--- config.mk ---
export PLATFORM = sky130hd
export DESIGN_NAME = cl_status_led_ctrl
export DESIGN_NICKNAME = d
export VERILOG_FILES = /design/src/rtl/cl_status_led_ctrl.sv
export SDC_FILE = /design/constraint.sdc
export NUM_CORES = 1
export LEC_CHECK = 0
export CAP_MARGIN = 20
export CORE_ASPECT_RATIO = 0.6
export CORE_UTILIZATION = 59
export CTS_CLUSTER_DIAMETER = 50
export DETAILED_ROUTE_END_ITERATION = 16
export PLACE_DENSITY = 0.85
export SLEW_MARGIN = 10
export SYNTH_ARGS = -nofsm -noshare
export SYNTH_HDL_FRONTEND = slang
export SYNTH_SLANG_ARGS = --single-unit
export TNS_END_PERCENT = 5
--- constraint.sdc ---
create_clock -name clk_main_a0 -period 2.46 [get_ports clk_main_a0]
set_clock_uncertainty 0.05 [all_clocks]
set_input_delay 0.492 -clock clk_main_a0 [delete_from_list [all_inputs] [get_ports clk_main_a0]]
set_output_delay 0.492 -clock clk_main_a0 [all_outputs]
set_load 0.005 [all_outputs]
--- src/rtl/cl_status_led_ctrl.sv ---
// cl_status_led_ctrl: reset synchroniser, virtual DIP synchroniser/debouncer
// and selectable LED driver (static, DIP mirror, heartbeat, activity).
module cl_status_led_ctrl #(
    parameter int                 width_p           = 16,
    parameter int                 rst_sync_stages_p = 2,
    parameter int                 sync_stages_p     = 2,
    parameter int                 debounce_cycles_p = 4,
    parameter int                 heartbeat_log2_p  = 24,
    parameter logic [width_p-1:0] pattern_p         = width_p'(16'hbeef),
    parameter int                 channels_p        = 4,
    parameter int                 stretch_cycles_p  = 1024
) (
    input  logic                  clk_main_a0,
    input  logic                  rst_main_n,
    output logic                  rst_main_n_sync_o,
    input  logic [1:0]            mode_i,
    input  logic [channels_p-1:0] act_i,
    input  logic [width_p-1:0]    sh_cl_status_vdip,
    output logic [width_p-1:0]    vdip_o,
    output logic [width_p-1:0]    cl_sh_status_vled
);

    localparam int db_w  = $clog2(debounce_cycles_p + 1);
    localparam int act_w = $clog2(stretch_cycles_p + 1);

    typedef enum logic [1:0] {
        MODE_STATIC    = 2'd0,
        MODE_MIRROR    = 2'd1,
        MODE_HEARTBEAT = 2'd2,
        MODE_ACTIVITY  = 2'd3
    } led_mode_e;

    logic [rst_sync_stages_p-1:0] rst_chain;
    logic                         run;
    logic [width_p-1:0]           dip_sync [sync_stages_p];
    logic [width_p-1:0]           dip_stable;
    logic [db_w-1:0]              db_cnt [width_p];
    logic [heartbeat_log2_p-1:0]  hb_cnt;
    logic                         hb;
    logic [act_w-1:0]             act_cnt [channels_p];
    logic [channels_p-1:0]        act_on;
    logic [width_p-1:0]           led_next;

    // Reset synchroniser: clears asynchronously, shifts ones in after release.
    always_ff @(posedge clk_main_a0 or negedge rst_main_n) begin
        if (!rst_main_n) begin
            rst_chain <= '0;
        end else begin
            rst_chain <= {rst_chain[rst_sync_stages_p-2:0], 1'b1};
        end
    end

    assign rst_main_n_sync_o = rst_chain[rst_sync_stages_p-1];
    assign run               = rst_main_n_sync_o;

    // DIP synchroniser chain, held clear until the synchronised reset releases.
    always_ff @(posedge clk_main_a0 or negedge rst_main_n) begin
        if (!rst_main_n) begin
            for (int i = 0; i < sync_stages_p; i++) dip_sync[i] <= '0;
        end else if (!run) begin
            for (int i = 0; i < sync_stages_p; i++) dip_sync[i] <= '0;
        end else begin
            dip_sync[0] <= sh_cl_status_vdip;
            for (int i = 1; i < sync_stages_p; i++) dip_sync[i] <= dip_sync[i-1];
        end
    end

    // Per-bit debouncer: adopt a new value only after it persists for the full count.
    always_ff @(posedge clk_main_a0 or negedge rst_main_n) begin
        if (!rst_main_n) begin
            dip_stable <= '0;
            for (int b = 0; b < width_p; b++) db_cnt[b] <= '0;
        end else if (!run) begin
            dip_stable <= '0;
            for (int b = 0; b < width_p; b++) db_cnt[b] <= '0;
        end else begin
            for (int b = 0; b < width_p; b++) begin
                if (dip_sync[sync_stages_p-1][b] != dip_stable[b]) begin
                    if (db_cnt[b] == db_w'(debounce_cycles_p - 1)) begin
                        dip_stable[b] <= dip_sync[sync_stages_p-1][b];
                        db_cnt[b]     <= '0;
                    end else begin
                        db_cnt[b] <= db_cnt[b] + 1'b1;
                    end
                end else begin
                    db_cnt[b] <= '0;
                end
            end
        end
    end

    assign vdip_o = dip_stable;

    // Free-running heartbeat counter; its MSB is the blink bit.
    always_ff @(posedge clk_main_a0 or negedge rst_main_n) begin
        if (!rst_main_n) begin
            hb_cnt <= '0;
        end else if (!run) begin
            hb_cnt <= '0;
        end else begin
            hb_cnt <= hb_cnt + 1'b1;
        end
    end

    assign hb = hb_cnt[heartbeat_log2_p-1];

    // Activity stretchers: a pulse (re)loads the hold time, otherwise count down to 0.
    always_ff @(posedge clk_main_a0 or negedge rst_main_n) begin
        if (!rst_main_n) begin
            for (int c = 0; c < channels_p; c++) act_cnt[c] <= '0;
        end else if (!run) begin
            for (int c = 0; c < channels_p; c++) act_cnt[c] <= '0;
        end else begin
            for (int c = 0; c < channels_p; c++) begin
                if (act_i[c]) begin
                    act_cnt[c] <= act_w'(stretch_cycles_p);
                end else if (act_cnt[c] != '0) begin
                    act_cnt[c] <= act_cnt[c] - 1'b1;
                end
            end
        end
    end

    // A channel is lit while its stretch counter is nonzero.
    always_comb begin
        act_on = '0;
        for (int c = 0; c < channels_p; c++) act_on[c] = (act_cnt[c] != '0);
    end

    // LED source mux, evaluated with the mode currently presented on mode_i.
    always_comb begin
        led_next = '0;
        case (led_mode_e'(mode_i))
            MODE_STATIC:    led_next = pattern_p;
            MODE_MIRROR:    led_next = dip_stable;
            MODE_HEARTBEAT: begin
                led_next    = pattern_p;
                led_next[0] = hb;
            end
            MODE_ACTIVITY:  led_next[channels_p-1:0] = act_on;
            default:        led_next = '0;
        endcase
    end

    // Registered LED output.
    always_ff @(posedge clk_main_a0 or negedge rst_main_n) begin
        if (!rst_main_n) begin
            cl_sh_status_vled <= '0;
        end else if (!run) begin
            cl_sh_status_vled <= '0;
        end else begin
            cl_sh_status_vled <= led_next;
        end
    end

endmodule
* Word level (Yosys, flattened, before mapping)
Cells that the tools add are included.
** Storage, ports and cells
- Register bits :: 182
- Bits of input ports :: 24
- Output and inout bits :: 33
- Logic and storage cells :: 235
** Cells by class
- Add/sub/neg operators :: 21
- Equality and inequality tests :: 71
- Muxes and demuxes :: 80
- Reductions and logical operators :: 22
** Operators by type and width (count)
- $mux 3 :: 32
- $mux 11 :: 8
- $ne 2x1->1 const B :: 32
- $add 3x1->3 const B :: 16
- $eq 3x2->1 const B :: 16
- $mux 48 :: 1
- $mux 44 :: 1
- $reduce_bool 11->1 :: 4
- $sub 11x1->11 const B :: 4
- $mux 1 :: 32
- $mux 16 :: 2
- $mux 32 :: 1
- $reduce_and 2->1 :: 16
- $add 24x1->24 const B :: 1
- $mux 24 :: 1
- $pmux 12 s2 :: 1
- $ne 1x1->1 :: 16
- $pmux 4 s4 :: 1
- $ne 3x2->1 const B :: 4
- $eq 2x2->1 const B :: 2
- $eq 2x1->1 const B :: 1
- $logic_not 2->1 :: 1
- $reduce_or 2->1 :: 1

* Depth between registers and ports, before layout
Gate-level depths: netlist of the first run.
- Depth after elaboration :: 4
- Depth in mapped cells :: 7

* Least setup slack after synthesis of the first run
No wires, ideal clock.
- Path type :: register -> register
- Start point :: register act_cnt[0] (netlist name)
- End point :: register cl_sh_status_vled[3]
- Arrival time :: 1971 ps
- Required time :: 2287 ps
- Slack :: 316 ps
- Stages on the path, launching flop included :: 7
- Path buffers :: 1
- Period minus slack after synthesis :: 2144 ps
- Cells stage by stage :: dfrtp_1 > inv_1 > ha_1 > or4b_1 > clkbuf_1 > or4_4 > o221a_2
** Between the ends
- Cells in the longest elaborated chain, start to end :: 3
** RTL lines
- from (decl) :: line 40 : logic [act_w-1:0] act_cnt [channels_p];
- from (signal, indexed assignment) :: line 116 : act_cnt[c] <= act_w'(stretch_cycles_p);
- from (signal, indexed assignment) :: line 118 : act_cnt[c] <= act_cnt[c] - 1'b1;
- $reduce_bool 11->1 :: line 127 : for (int c = 0; c < channels_p; c++) act_on[c] = (act_cnt[c] != '0);
- $pmux 4 s4 :: line 133 : case (led_mode_e'(mode_i))
- $mux 16 :: line 149 : end else if (!run) begin
- to (signal assigned) :: line 152 : cl_sh_status_vled <= led_next;
- to (decl) :: line 20 : output logic [width_p-1:0] cl_sh_status_vled
No other way between the ends.
A chain may end at the register's enable or synchronous reset.

* Worst setup path after layout of the first run
- Start point :: register hb_cnt[0]
- End point :: register hb_cnt[22]
** Between the ends
- Cells in the longest elaborated chain, start to end :: 2
** RTL lines
- from (decl) :: line 38 : logic [heartbeat_log2_p-1:0] hb_cnt;
- from (signal assigned) :: line 101 : hb_cnt <= hb_cnt + 1'b1;
- $add 24x1->24 :: line 101
- $mux 24 :: line 98 : end else if (!run) begin
No other way between the ends.

==> results of run 1 <==
[per-layer routing]
layer	global-route usage	vias to the layer above
li1	-	2658
met1	0.330	2811
met2	0.430	165
met3	0.0496	31
met4	0.104	0
met5	0	-
[what timing repair did]
item / CTS / global route
setup endpoints to repair: 0 / 4
hold buffers: 1 / 0
endpoints found under the hold margin: 49 / 0
gates resized for setup: 0 / 2
[final timing paths]
check	start	end	slack (ns)	cells after the start
setup reg to reg	hb_cnt[0]	hb_cnt[22]	0.19	5
setup / recovery	hb_cnt[0]	hb_cnt[22]	0.19	5
hold / removal	rst_chain[0]	rst_chain[1]	0.33	0
max in group asynchronous	rst_main_n	rst_chain[1]	1.13	3
min in group asynchronous	rst_main_n	db_cnt[45]	0.52	2
hold reg to reg	rst_chain[0]	rst_chain[1]	0.33	0
[area by class of cell]
class	count	area share
Sequential cell	182	0.486
Multi-Input combinational cell	499	0.347
Timing Repair Buffer	67	0.0717
Clock buffer	18	0.0468
Tap cell	170	0.0227
Clock inverter	14	0.0147
Inverter	27	0.0108
[stage by stage]
step / instances / hold WS, ns / util / power (mW) / setup WS, ns
floorplan: 730 / 0.146 / - / 6.14 / 0.316
global placement: 944 / 0.285 / 0.675 / 6.77 / 0.267
detailed placement: 944 / 0.310 / 0.675 / 6.92 / 0.116
CTS: 977 / 0.324 / 0.720 / 9.63 / 0.0961
global route: 977 / 0.341 / 0.721 / 10.2 / 0.0267
finish: 977 / 0.327 / 0.721 / 9.67 / 0.191
[state kept, by name, indices dropped and copies added (netlist names)]
register,count
dip_sync,32
cl_sh_status_vled,16
rst_chain,2
db_cnt,48
vdip_o,16
act_cnt,44
hb_cnt,24
[power groups by stage]
| stage | sequential, mW | clock, mW | combinational (mW) |
|---|---|---|---|
| global route | 3.85 | 2.81 | 3.57 |
| CTS | 3.78 | 2.69 | 3.16 |
| floorplan | 3.70 | 0 | 2.44 |
| global placement | 3.78 | 0 | 2.98 |
| finish | 3.79 | 2.67 | 3.21 |
| detailed placement | 3.82 | 0 | 3.10 |
[synthesized netlist by cell type (2+ instances only)]
| library cell | number | area, um^2 |
|---|---|---|
| dfrtp_1 | 182 | 4550 |
| nor2_1 | 57 | 214 |
| and2_1 | 45 | 282 |
| nand2_1 | 38 | 143 |
| a21oi_1 | 37 | 185 |
| nor2b_1 | 29 | 181 |
| inv_1 | 27 | 101 |
| nor3_1 | 25 | 125 |
| xor2_1 | 25 | 219 |
| ha_1 | 24 | 300 |
| clkbuf_1 | 19 | 71.3 |
| and3_1 | 16 | 100 |
| nand2b_1 | 16 | 100 |
| xnor2_1 | 16 | 140 |
| nand3_1 | 15 | 75.1 |
| nor3b_1 | 14 | 105 |
| o21ai_0 | 14 | 70.1 |
| or3_1 | 14 | 87.6 |
| a21boi_0 | 13 | 97.6 |
| mux2i_1 | 11 | 110 |
| nor4_1 | 10 | 62.6 |
| nand4_1 | 9 | 56.3 |
| or4_1 | 9 | 67.6 |
| a211oi_1 | 7 | 52.6 |
| nor4b_1 | 7 | 61.3 |
| nand3b_1 | 6 | 45.0 |
| o31ai_1 | 5 | 37.5 |
| a31oi_1 | 3 | 18.8 |
| and4b_1 | 3 | 30.0 |
| o21a_1 | 3 | 22.5 |
| o221a_2 | 3 | 33.8 |
| a2111oi_0 | 2 | 17.5 |
| a31o_2 | 2 | 17.5 |
| and4_1 | 2 | 17.5 |
| buf_1 | 2 | 7.51 |
| nand4b_1 | 2 | 17.5 |
| o211ai_1 | 2 | 15.0 |
| or2_2 | 2 | 12.5 |
| or4b_1 | 2 | 20.0 |
[cells by family after synthesis]
family	after synthesis
compound gates	95
other cells	1
simple gates	326
buf+inv	49
mux	12
xor+xnor	41
flops	182
fa+ha+maj	24
==> summary.txt, run 1 <==
Clock tree
  – H-tree Lvls: 4
  – Clock Latency Late Sink: 0.43 ns
  – Root Buffer: clkbuf_16
  – Num CTS Buffers: 17
  – Number of sinks on the clock net: 182
  – Setup bufs post-CTS: 0
  – Clk pin slew, worst setup/hold paths: 0.07 ns
  – Clock Path Buffers: 2
  – CTS tree: yes

Yosys
  – Post-synth EDFFs: 0
  – Largest family of logic cells by synthesized area: simple AND/OR/NAND/NOR gates
  – Multiplexer area fraction after synthesis: 0.0152
  – Synth Area in Compound Gates: 0.0753
  – Seq/Total Area, Yosys: 0.570
  – Syn Area/Cell: 10.9 um^2
  – Synth Flop Type: dfrtp_1
  – Synth Net Count: between 700 and 800
  – Cell variety after synth: between 50 and 60
  – Post-Syn Instances: 730
  – Cell Area, Synth: between 7000 and 8000 um^2
  – Synth Area in Adders: 0.0376
  – YS warnings: 0
  – Post-Synth Simple-Gate Area: 0.233
  – FFs w/ async S/R, synth: 1.00
  – XOR/XNOR share of the synthesized area: 0.0450
  – Yosys reg bits: 182

Worst setup path
  – Type of element capturing the critical path: register
  – Critical Path AT: 2.56 ns
  – Slowest-stage cell, CP: or4_1
  – Worst path bufs/invs: 0
  – CP Cell Sequence: ha_1, nand4_1, or4_1, or3_1, a21boi_0
  – Max FO, Critical Path: 8
  – Worst EP required: 2.75 ns
  – CP top delay family: simple AND/OR/NAND/NOR gates
  – Crit Path Class: reg -> reg
  – Startpoint types: register
  – CP peak stage delay: 0.68 ns

Routing
  – Metal1 wirelength: about 7.4 mm
  – Drt initial violations: approximately 490
  – # DRC: 2
  – DR top layer: met4
  – Vias: 5665
  – Wire length on met2: roughly 8.2 mm
  – Drt total wl: between 15 and 20 mm
  – Via density: 5.80
  – Post-route ant nets: 0
  – DR WL/cell: 17.0 um
  – Met3 wire len: 729 um
  – Initial DRT Pass Iterations: 11

Power
  – NetSw: 3.48 mW
  – Clock network power share: 0.276
  – Sequential Power Share: 0.392
  – Power per cell area: 1030 nW/um^2
  – Maximum VDD drop: around 500 uV
  – Switching Fraction: 0.359
  – P_leak: 4.44 nW
  – Pint: between 6 and 7 mW
  – Logic pwr share: 0.332

Finish
  – Commonest cells after routing, fill and taps aside: 181 x dfrtp_1, 57 x nor2_1, 55 x clkdlybuf4s50_1
  – Final instance area: around 9400 um^2
  – Register area: 4560 um^2
  – Most common cell after layout, fill and taps aside: dfrtp_1
  – Area grow syn2layout: 17.4%
  – Nets: 842
  – Number of inserted diodes: 0
  – Area occupied by multi-input gates: 3260 um^2
  – Share of cells above drive strength 1: 0.0731
  – Fillers: 854

STA
  – Setup_tns: 0 ns
  – Tcrit/Tclk final: 0.922
  – Fmax: 441 MHz
  – Final Max Tran Viols: 0
  – Final Critical Period: 2.27 ns
  – Slew of the pin with the lowest slew margin: 0.640 ns
  – Final hold vios: 0
  – RSZ-0062 raised after global routing: no
  – Slew headroom: 0.568
  – Final setup viols: 0

Hold path
  – Min-delay worst type: reg -> reg

Floorplan
  – Initial core utilization: 0.614
  – Core area: 13000 um^2
  – Die width: about 150 um
  – Die area: 14000 um^2
  – Vert. Die Dim: around 92 um
  – # rows: 32
  – Io pins: between 50 and 60

GRT
  – Congestion Overflow GR: 0
  – Vias in the first global route: approximately 5800
  – Initial antenna violation count: 0
  – GRT Overall Usage: 0.256
  – Largest net degree at the start of global routing: 59
  – First-pass GRT wire length: 28.2 mm

Placement
  – # port buffers: 56
  – Routability cong.: between 0.8 and 0.9
  – Dpl cell area: 8780 um^2
  – Post-DP HPWL: 11.0 mm

Run status
  – Failing checks: DRC
  – Status: complete, but fails checks

Job
  – Max Cap Viol: 0
(Power assumes the default switching activity.)
==> run 2, diff against run 1 <==
Settings changed: GPL_TIMING_DRIVEN set to 0.
==> run 2 against run 1 <==
- the flow still finishes with violations (DRC)
- register-to-register slack worse by 0.17 ns
- cell count rose by 1.3%
- fmax down 7.1%
- via count grew 1.3%
- first-iteration DRC count decreased by 13%
- global-route usage rose by 1.1 points
- highest routed layer unchanged
==> summary.txt, run 2 (synthesis gave the netlist of run 1 again) <==
Run status
  – Status: complete, but fails checks
  – Failing checks: DRC

Finish
  – Nets: between 800 and 900
  – Max reg flops: 48
  – Reg with most FFs: db_cnt
  – Final Non-Filler Cells: about 1000
  – Most common cell after layout, fill and taps aside: dfrtp_1
  – Share of cells above drive strength 1: 0.0622
  – Register area: 4550 um^2
  – Utilization after layout: 0.720
  – Area grow syn2layout: 17.3%
  – Commonest cells after routing, fill and taps aside: 182 x dfrtp_1, 57 x nor2_1, 55 x clkdlybuf4s50_1
  – Number of inserted diodes: 0
  – Fillers: 860
  – Top Registers: db_cnt: 48 flops, act_cnt: 44 flops, dip_sync: 32 flops
  – Area occupied by multi-input gates: 3260 um^2

STA
  – Setup_tns: 0 ns
  – Final Max Tran Viols: 0
  – Slew of the pin with the lowest slew margin: 0.699 ns
  – Final setup viols: 0
  – Final hold slack: 0.303 ns
  – Slew headroom: 0.527
  – Final Critical Period: 2.44 ns
  – Final hold vios: 0
  – Fmax: 409 MHz
  – RSZ-0062 raised after global routing: yes
  – Tcrit/Tclk final: 0.993

Worst setup path
  – Crit Path Class: reg -> reg
  – Worst EP required: 2.73 ns
  – FF-to-FF path depth: 4
  – FF-to-FF Start: rst_chain[1]
  – Startpoint types: register
  – Critical Path AT: around 2.7 ns
  – Type of element capturing the critical path: register
  – Max FO, Critical Path: 10
  – Reg2reg end: cl_sh_status_vled[13]
  – Reg-to-reg slack, setup: between 0.015 and 0.02 ns

GRT
  – Vias in the first global route: 6020
  – GRT Overall Usage: 0.267
  – Congestion Overflow GR: 0
  – Initial antenna violation count: 0
  – First-pass GRT wire length: around 29 mm
  – Largest net degree at the start of global routing: 118

Clock tree
  – Number of sinks on the clock net: 182
  – H-tree Lvls: 4
  – Clock Latency Late Sink: 0.42 ns
  – Clock Path Buffers: 2
  – Num CTS Buffers: 17
  – CTS tree: yes
  – Root Buffer: clkbuf_16
  – Clk pin slew, worst setup/hold paths: 0.07 ns

Floorplan
  – # rows: 32
  – Initial core utilization: 0.614
  – Core area: 13000 um^2
  – Io pins: 57
  – Die area: 14000 um^2
  – Die width: 152 um
  – Vert. Die Dim: 92.1 um

Hold path
  – Hold_sp: rst_chain[0]
  – Min-delay worst type: reg -> reg
  – Hold Crit Endpoint: rst_chain[1]
  – WHS Path Cells: 0

Power
  – P_leak: 4.39 nW
  – Maximum VDD drop: around 770 uV
  – Final Power: around 9.5 mW
  – Power per cell area: 1010 nW/um^2

Routing
  – Via density: a little under 6
  – Initial DRT Pass Iterations: 11
  – Drt initial violations: 431
  – DR WL/cell: between 15 and 20 um
  – Drt total wl: roughly 17 mm
  – Vias: 5736
  – # DRC: 2
  – Post-route ant nets: 0

Placement
  – Total placed cells including tap cells: 957
  – Post-DP HPWL: ~12 mm
  – # port buffers: 56
  – Routability cong.: 0.856

Job
  – Max Cap Viol: 0
-- run 2: cell count changes in the layout (fill, tap and decap cells not counted), moves of 2 or more --
| cell | delta |
|---|---|
| buf_4 | -7 |
| clkbuf_1 | +19 |
| buf_12 | -2 |
| clkinv_4 | -3 |
| inv_8 | -4 |
| clkinvlp_4 | +6 |
| buf_1 | +2 |
-- run 2: what timing repair did --
action | 4_1_cts | 5_1_grt
hold endpoints to repair | 65 | 0
setup buffers | 0 | 1
resized for setup | 0 | 3
hold buffers | 1 | 0
setup endpoints to repair | 0 | 20
-- run 2: worst max path at each step --
stage | from | end
final | rst_chain[1] | cl_sh_status_vled[13]
after global routing | hb_cnt[0] | hb_cnt[22]
after CTS | act_cnt[22] | cl_sh_status_vled[1]
after detailed placement | act_cnt[22] | cl_sh_status_vled[1]
after global placement | rst_main_n | db_cnt[18]
after floorplan | act_cnt[0] | cl_sh_status_vled[3]
-- run 2: routing by layer --
layer  part of all wire  wire [um]  up-vias  track usage
li1                   -          -     2690            -
met1               0.45       7760     2869        0.353
met2               0.49       8480      151        0.448
met3              0.048        824       26       0.0473
met4              0.014        243        0       0.0918
met5                  0          0        -            0
-- run 2: through the flow --
step                area (um^2)  setup WS, ns
finish                     9370        0.0177
global route               9370       -0.0846
CTS                        9350        0.0515
detailed placement         8790        0.0727
global placement           8760         -6.09
floorplan                  7990         0.316
-- run 2: final cells by class --
cell class,count,share of cell area
Buffer,22,0.00895
Clock buffer,17,0.0454
Clock inverter,14,0.0128
Inverter,27,0.0108
Multi-Input combinational cell,499,0.348
Sequential cell,182,0.486
Tap cell,170,0.0227
Timing Repair Buffer,59,0.0652
-- run 2: critical path, cell delays in order, from the launching register on --
cell and delay, ns:
dfrtp_1 0.56, clkbuf_1 0.48, clkbuf_1 0.55, nand2_1 0.43, a21oi_1 0.27
-- run 2: power by group --
part           internal [mW]  leakage (nW)  total [mW]  switching, mW
clock network           1.31         0.245        2.53           1.21
logic                   1.43          1.67        3.18           1.75
registers               3.35          2.47        3.78          0.435
